===== config.mk =====
export PLATFORM = sky130hd
export DESIGN_NAME = enq_pkt_desc_rd
export DESIGN_NICKNAME = d
export VERILOG_FILES = /design/src/rtl/enq_pkt_desc_rd.sv
export SDC_FILE = /design/constraint.sdc
export NUM_CORES = 1
export LEC_CHECK = 0
export ABC_AREA = 1
export BUFFER_PORTS_ARGS = -buffer_cell sky130_fd_sc_hd__buf_2
export CORE_MARGIN = 4
export CORE_UTILIZATION = 32
export DETAILED_ROUTE_END_ITERATION = 10
export PLACE_DENSITY = 0.6
export SYNTH_ARGS = -nofsm -noshare
export SYNTH_HDL_FRONTEND = slang
export SYNTH_SLANG_ARGS = --single-unit
export TNS_END_PERCENT = 50

===== constraint.sdc =====
create_clock -name clk -period 2.4 [get_ports clk]
set_clock_uncertainty 0.15 [all_clocks]
set_input_delay 0.48 -clock clk [delete_from_list [all_inputs] [get_ports clk]]
set_output_delay 0.48 -clock clk [all_outputs]
set_load 0.02 [all_outputs]

===== src/rtl/enq_pkt_desc_rd.sv =====
// enq_pkt_desc_rd: drain side of the enqueue packet-descriptor FIFO.
// Pops descriptors from a registered-output FIFO and forwards each one as a
// single-cycle desc_valid strobe, paced by a credit counter that the queue
// manager replenishes with credit_return pulses.
// Optional feature: define ENQ_PKT_DESC_RD_STATS_EN to enable the sent_cnt
// statistics counter; otherwise sent_cnt is tied to 0.

`ifndef RESET_SIG
`define RESET_SIG rst_n
`endif

package enq_pkt_desc_pkg;
   typedef struct packed {
      logic [5:0]  qid;
      logic [13:0] len;
      logic [11:0] ptr;
   } enq_pkt_desc_type;
endpackage

module enq_pkt_desc_rd
   import enq_pkt_desc_pkg::*;
#(
   parameter int CREDIT_NBITS = 4,
   parameter int CREDIT_INIT  = 8
) (
   input  logic                    clk,
   input  logic                    `RESET_SIG,
   input  logic                    enable,
   input  logic                    fifo_empty,
   input  enq_pkt_desc_type        fifo_dout,
   output logic                    fifo_rd,
   output logic                    desc_valid,
   output enq_pkt_desc_type        desc,
   input  logic                    credit_return,
   output logic [CREDIT_NBITS-1:0] credit_cnt,
   output logic                    credit_err,
   output logic [31:0]             sent_cnt
);

   typedef enum logic [1:0] {INIT, RUN, NOCRED, OFF} state_t;

   // One extra bit so a return at full credit is visible as overflow.
   localparam logic [CREDIT_NBITS:0] CMAX  = {1'b0, {CREDIT_NBITS{1'b1}}};
   localparam logic [CREDIT_NBITS:0] CINIT = (CREDIT_NBITS+1)'(CREDIT_INIT);

   state_t                  state, state_next;
   logic [CREDIT_NBITS:0]   cnt_sum;
   logic                    cnt_ovf;
   logic [CREDIT_NBITS-1:0] cnt_next;
   logic                    cnt_zero;

   // State is RUN only when the registered count is nonzero, so a pop never
   // underflows the counter.
   assign fifo_rd = (state == RUN) & enable & ~fifo_empty;

   // Next credit count: INIT loads the initial credits, otherwise pops
   // consume and returns replenish; saturate at the maximum.
   always_comb begin
      cnt_sum = '0;
      if (state == INIT)
         cnt_sum = CINIT + {{CREDIT_NBITS{1'b0}}, credit_return};
      else
         cnt_sum = {1'b0, credit_cnt} - {{CREDIT_NBITS{1'b0}}, fifo_rd}
                   + {{CREDIT_NBITS{1'b0}}, credit_return};
   end

   assign cnt_ovf  = (cnt_sum > CMAX);
   assign cnt_next = cnt_ovf ? CMAX[CREDIT_NBITS-1:0] : cnt_sum[CREDIT_NBITS-1:0];
   assign cnt_zero = (cnt_next == '0);

   // Next-state: enable low always wins (OFF), otherwise the next credit
   // count chooses between RUN and NOCRED.
   always_comb begin
      state_next = state;
      case (state)
         INIT: begin
            if (!enable)       state_next = OFF;
            else if (cnt_zero) state_next = NOCRED;
            else               state_next = RUN;
         end
         RUN: begin
            if (!enable)       state_next = OFF;
            else if (cnt_zero) state_next = NOCRED;
         end
         NOCRED: begin
            if (!enable)       state_next = OFF;
            else if (!cnt_zero) state_next = RUN;
         end
         OFF: begin
            if (enable)        state_next = cnt_zero ? NOCRED : RUN;
         end
         default: state_next = INIT;
      endcase
   end

   // State register.
   always_ff @(posedge clk or negedge `RESET_SIG) begin
      if (!`RESET_SIG) state <= INIT;
      else             state <= state_next;
   end

   // Credit counter and sticky overflow flag.
   always_ff @(posedge clk or negedge `RESET_SIG) begin
      if (!`RESET_SIG) begin
         credit_cnt <= '0;
         credit_err <= 1'b0;
      end else begin
         credit_cnt <= cnt_next;
         if (cnt_ovf) credit_err <= 1'b1;
      end
   end

   // Capture the FIFO head on a pop and strobe it out the next cycle.
   always_ff @(posedge clk or negedge `RESET_SIG) begin
      if (!`RESET_SIG) begin
         desc_valid <= 1'b0;
         desc       <= '0;
      end else begin
         desc_valid <= fifo_rd;
         if (fifo_rd) desc <= fifo_dout;
      end
   end

`ifdef ENQ_PKT_DESC_RD_STATS_EN
   // Forwarded-descriptor count, wraps naturally at 2^32.
   always_ff @(posedge clk or negedge `RESET_SIG) begin
      if (!`RESET_SIG)     sent_cnt <= '0;
      else if (desc_valid) sent_cnt <= sent_cnt + 32'd1;
   end
`else
   assign sent_cnt = '0;
`endif

endmodule


==> out/results.tsv, run 1 <==
metric	value	unit
cell with the largest stage delay on the worst path	sky130_fd_sc_hd__dfrtp_1	
count of buffers added by post-CTS timing repair for setup	0	
Post-Syn Area	0.002001	sq mm
Post-Route WL	4057	microns
Initial Utilization	0.3340	
combinational power share	0.445	
clock latency at the later pin of the worst-skew pair	0.29	ns
initial DRC count	26	
status	completed	
power density relative to cell area	1125	mW/mm^2
worst slew pin tran	0.8726	ns
part of the power in registers	0.344	
number of nets in the layout	361	
via count of the first global-routing pass	1439	
Fill cells	640	
top-area cell type share of the netlist area	0.5003	
type of the tightest min-delay check	input pin to asynchronous set/reset pin	
critical path endpoint category	flip-flop	
maximum number of pins on one net before global-route repair	41	
Post-DRT Antenna Nets	0	
layout cell share with drive strength beyond 1	0.3292	
TritonCTS clock tree	built	
Synth top cells by count	sky130_fd_sc_hd__nand2_1 (108), sky130_fd_sc_hd__dfrtp_1 (40), sky130_fd_sc_hd__buf_4 (32)	
fraction of the cycle the final worst path needs	0.9576	
count of buffers inserted at the top-level ports	75	
number of clock buffers inserted by TritonCTS	5	
maximum vdd drop	0.4231	mV
Sw Ratio	0.4046	
time the final worst path needs with I/O delays and setup	2.298	ns
Ports	108	
Setup CP Type	flip-flop to flip-flop	
leading area contributor after synthesis	sky130_fd_sc_hd__dfrtp_1	
leakage power	1.489	nW
number of flops mapped to enable cells by yosys	0	
CTS Sinks	40	
arrival time worst endpoint	2.33	ns
number of buffers on the longest clock path	2	
Pins Over Slew Limit	0	
final setup TNS	0	ns
number of warnings printed during yosys synthesis	0	
Clk Tree Root Cell	sky130_fd_sc_hd__clkbuf_8	
async set-reset flop share out of synthesis	1.000	
post-cts hold buffer count	0	
instance count on the critical path	15	
family with the most delay on the worst path	adder cells	
Die Wd	87.07	microns
commonest register cell after synthesis	sky130_fd_sc_hd__dfrtp_1	
list of cells traversed by the critical path	inv_1 > nor2_1 > nand2_1 > inv_2 > ha_4 > inv_2 > ha_4 > fa_2 > nand2_2 > nand2_2 > nand2_1 > nand2_2 > nand3_4 > inv_2 > or2_1	
Std-Cell Core Area	0.005991	sq mm
total via count in the routed design	1547	
number of iterations in the first detailed-routing pass	4	
clock-pin transition on the worst setup and hold timing paths	0.08	ns
syn_area_per_cell	8.406	sq um
most frequent cell after synthesis	sky130_fd_sc_hd__nand2_1	
H-Tree Level Count	2	
cell count after synthesis	238	
cell-internal power	1.675	mW
number of library cell types mapped by synthesis	21	
unrepaired setup endpoints after global routing	no	
Worst EP required	2.43	ns
sum of overflow across all layers after global routing	0	
Rel. slew slack	0.4183	
number of synthesized register bits	40	
global-route wire length before repair	6465	microns
via density per instance	3.926	
Rows	28	
crit path max fanout	5	
Largest stage delay, worst path	0.40	ns
timing-limited maximum frequency	0.4351	GHz
All-Layer GR Usage	0.1077	
Final Hold Viols	0	
Die Ht	87.07	microns
switching component of the power	1.138	mW
CP startpoint kind	flip-flop	
Buffers & Inverters on Critical Path	4	
drt drc	0	
power share of the clock group	0.211	
number of antenna violations at the first check in global routing	0	
final estimated routing congestion in global placement	0.7642	
Die ar.	0.007581	sq mm
Inserted Diodes	0	
routed length per placed instance	10.30	microns
sequential area share after synthesis	0.5003	
setup-violating endpoint count in the final report	0	
post-layout util	0.4175	
number of cells on the worst reg-to-reg path	15	
MaxCap Viol Count	0	
post-detail-place hpwl	3084	microns
most area-consuming cells after synthesis	sky130_fd_sc_hd__dfrtp_1 (50%), sky130_fd_sc_hd__nand2_1 (20%), sky130_fd_sc_hd__buf_4 (12%)	
reg2reg setup slack	0.10	ns
layout overhead on the synthesized area	25.02	%
power groups by stage:
stage	Combinational, mW	Clock, mW	Sequential, mW
after global routing	1.39	0.651	0.997
after global placement	1.24	0	0.979
after CTS	1.27	0.617	0.969
final	1.25	0.593	0.968
after floorplan	0.681	0	1.22
after detailed placement	1.27	0	0.980
flip-flops by register name (all words and copies together) (netlist names):
| register | flops |
|---|---|
| desc_valid | 1 |
| state | 2 |
| credit_err | 1 |
| credit_cnt | 4 |
| desc | 32 |
kinds of logic (layout without fill, tap and decap cells):
group,after synthesis,in the layout,synth area share
buf+inv,57,107,0.1801
flops,40,40,0.5003
fa+ha+maj,6,6,0.04128
compound gates,2,2,0.004998
simple gates,132,132,0.2714
other cells,1,32,0.001874
per-stage QoR:
step                worst slack (ns)  area [sq um]  power, mW  hold WS (ns)  cells
floorplan                    -0.1432          2161      1.897       0.03441    269
global placement            -0.08249          2375      2.224        0.3019    386
detailed placement           -0.1325          2375      2.250        0.3030    386
CTS                          0.07677          2501      2.860        0.1836    394
global route                0.007216          2501      3.039        0.2311    394
finish                        0.1017          2501      2.814        0.1575    394
worst paths after layout:
check                                       start                 endpoint
setup / recovery             state[0]$_DFFE_PN0P_   credit_err$_DFFE_PN0P_
hold reg to reg            credit_err$_DFFE_PN0P_   credit_err$_DFFE_PN0P_
max in group asynchronous                   rst_n      desc[5]$_DFFE_PN0P_
min in group clk                     fifo_dout[0]      desc[0]$_DFFE_PN0P_
setup reg to reg             state[0]$_DFFE_PN0P_   credit_err$_DFFE_PN0P_
hold / removal                              rst_n  credit_cnt[2]$_DFF_PN0_
timing repair:
item,CTS,global route
resized for setup,0,0
endpoints found under the hold margin,0,0
setup endpoints to repair,0,3
cells in the final DEF (no fill, tap or decap), types with 2 or more instances in the layout:
master                     Yosys  layout
sky130_fd_sc_hd__nand2_1     108     107
sky130_fd_sc_hd__or2_1         2       2
sky130_fd_sc_hd__clkbuf_8      0       7
sky130_fd_sc_hd__ha_1          5       3
sky130_fd_sc_hd__dfrtp_1      40      40
sky130_fd_sc_hd__buf_2         3      75
sky130_fd_sc_hd__nand3_1       5       5
sky130_fd_sc_hd__conb_1        1      32
sky130_fd_sc_hd__inv_2         3       4
sky130_fd_sc_hd__ha_4          0       2
sky130_fd_sc_hd__nor2_1        8       7
sky130_fd_sc_hd__nand2_2       3       4
sky130_fd_sc_hd__buf_4        32       5
sky130_fd_sc_hd__nor2_2        2       3
sky130_fd_sc_hd__inv_1        16      14
metal layers:
metal	wire (microns)	up-vias	track usage
met5	0	-	0
met4	40	0	0.04249
met3	443	6	0.02649
met2	1796	73	0.1725
met1	1776	657	0.1395
li1	-	811	-
layout make-up:
type / instances / area, sq um / area share
clock inverter: 1 / 30.03 / 0.01201
tap: 75 / 93.84 / 0.03752
inverter: 19 / 78.83 / 0.03152
timing repair buffer: 80 / 412.9 / 0.1651
clock buffer: 7 / 96.34 / 0.03852
multi-input combinational: 172 / 788.3 / 0.3152
sequential: 40 / 1001 / 0.4002
(Power assumes the default switching activity.)
==> run 2: changes to the inputs <==
clock period = 2.09 ns   (was 2.4 ns; I/O delays follow)
==> out/results.tsv, run 2 (synthesis gave the netlist of run 1 again) <==
metric	value	unit
Setup CP Type	flip-flop to flip-flop	
Post-DRT Antenna Nets	0	
commonest non-fill, non-tap cells in the layout	sky130_fd_sc_hd__nand2_1 (107), sky130_fd_sc_hd__buf_2 (75), sky130_fd_sc_hd__dfrtp_1 (40)	
All-Layer GR Usage	0.1108	
number of iterations in the first detailed-routing pass	4	
clock-pin transition on the worst setup and hold timing paths	0.07	ns
count of buffers inserted at the top-level ports	75	
post-detail-place hpwl	3038	microns
critical path endpoint category	flip-flop	
number of nets in the layout	365	
via density per instance	3.967	
sum of overflow across all layers after global routing	0	
post-layout worst setup margin	-0.1443	ns
time the final worst path needs with I/O delays and setup	2.234	ns
Clk Tree Root Cell	sky130_fd_sc_hd__clkbuf_8	
violated checks	setup timing	
part of the power in registers	0.368	
HP Start	fifo_dout[9]	
Std-Cell Core Area	0.005991	sq mm
final estimated routing congestion in global placement	0.7627	
CTS Sinks	40	
worst hold path cell count	3	
most common library cell in the layout ignoring fill and taps	sky130_fd_sc_hd__nand2_1	
CP startpoint kind	flip-flop	
leakage power	1.490	nW
number of buffers on the longest clock path	2	
maximum vdd drop	0.5665	mV
post-layout util	0.4177	
unrepaired setup endpoints after global routing	yes	
combinational power share	0.477	
timing-limited maximum frequency	0.4476	GHz
number of cells on the worst reg-to-reg path	15	
FF/Latch Area	0.001001	sq mm
crit path max fanout	5	
cell with the largest stage delay on the worst path	sky130_fd_sc_hd__dfrtp_1	
post-route total power	3.022	mW
number of clock buffers inserted by TritonCTS	5	
Largest stage delay, worst path	0.39	ns
area of the multi-input gates	793.3	sq um
global-route wire length before repair	6658	microns
routed length per placed instance	10.08	microns
status	finished with violations	
H-Tree Level Count	2	
register containing the most flip-flops in the final layout	desc	
worst hold margin	0.1724	ns
power density relative to cell area	1208	mW/mm^2
Sw Ratio	0.4256	
MaxCap Viol Count	0	
Worst EP required	2.11	ns
instance count on the critical path	15	
family with the most delay on the worst path	adder cells	
RR Startpoint	state[0]$_DFFE_PN0P_	
Buffers & Inverters on Critical Path	4	
Die Ht	87.07	microns
Final Hold Viols	0	
setup-violating endpoint count in the final report	7	
Die ar.	0.007581	sq mm
power share of the clock group	0.155	
switching component of the power	1.286	mW
final setup TNS	-0.4957	ns
fraction of the cycle the final worst path needs	1.069	
number of antenna violations at the first check in global routing	0	
Post-Route WL	4002	microns
clock latency at the later pin of the worst-skew pair	0.28	ns
list of cells traversed by the critical path	inv_1 > nor2_1 > nand2_1 > inv_2 > ha_4 > inv_2 > ha_4 > fa_2 > nand2_2 > nand2_2 > nand2_1 > nand2_2 > nand3_4 > inv_2 > or2_1	
TritonCTS clock tree	built	
flip-flop count of the largest register, all copies and words added	32	
type of the tightest min-delay check	input pin to flip-flop	
maximum number of pins on one net before global-route repair	41	
drt drc	0	
count of buffers added by post-CTS timing repair for setup	0	
Die Wd	87.07	microns
Inserted Diodes	0	
cell-internal power	1.736	mW
Rows	28	
Pins Over Slew Limit	0	
total via count in the routed design	1575	
largest registers ranked by flip-flop count	desc: 32 flops, credit_cnt: 4 flops, state: 2 flops	
layout overhead on the synthesized area	25.08	%
arrival time worst endpoint	2.26	ns
Fill cells	625	
Ports	108	
initial DRC count	30	
Critical Path Start	state[0]$_DFFE_PN0P_	
via count of the first global-routing pass	1495	
Initial Utilization	0.3340	
layout cell share with drive strength beyond 1	0.3323	
==> run 2: power by group through the flow <==
stage,Combinational [mW],Sequential (mW),Clock (mW)
detailed placement,1.46,1.12,0
global route,1.62,1.14,0.546
global placement,1.44,1.12,0
CTS,1.46,1.11,0.503
floorplan,0.783,1.40,0
finish,1.44,1.11,0.469
==> run 2: per-stage QoR <==
stage	cell area [sq um]	setup WS [ns]	std cells
finish	2502	-0.1443	397
global route	2502	-0.2944	397
CTS	2497	-0.1605	397
detailed placement	2410	-0.3569	389
global placement	2410	-0.3327	389
floorplan	2161	-0.3912	269
==> run 2: final timing paths <==
check / end / slack, ns
max in group asynchronous: desc[13]$_DFFE_PN0P_ / 1.12
max reg2reg: credit_err$_DFFE_PN0P_ / -0.14
max: credit_err$_DFFE_PN0P_ / -0.14
min: desc[9]$_DFFE_PN0P_ / 0.17
min in group asynchronous: desc[22]$_DFFE_PN0P_ / 0.49
min reg2reg: credit_err$_DFFE_PN0P_ / 0.31
==> run 2: tightest hold or removal path, stage by stage <==
cell and delay, ns:
sky130_fd_sc_hd__buf_2 0.07, sky130_fd_sc_hd__nand2_1 0.04, sky130_fd_sc_hd__nand2_1 0.04
==> run 2: repair_timing <==
item / CTS / global route
hold buffers: 1 / 0
hold endpoints to repair: 40 / 0
pin swaps: 5 / 0
endpoints found under the setup margin: 8 / 8
resized for setup: 0 / 1
==> run 2: cell type report <==
class / instances / share of cell area
tap: 75 / 0.03750
sequential: 40 / 0.4000
timing repair buffer: 84 / 0.1830
inverter: 19 / 0.03150
clock buffer: 6 / 0.02900
multi-input combinational: 172 / 0.3170
clock inverter: 1 / 0.002000
==> run 2: metal layers <==
layer	GRT usage	vias up	part of all wire
met5	0	-	0
met4	0.02550	0	0.010
met3	0.03595	6	0.11
met2	0.1843	73	0.45
met1	0.1399	682	0.43
li1	-	814	-
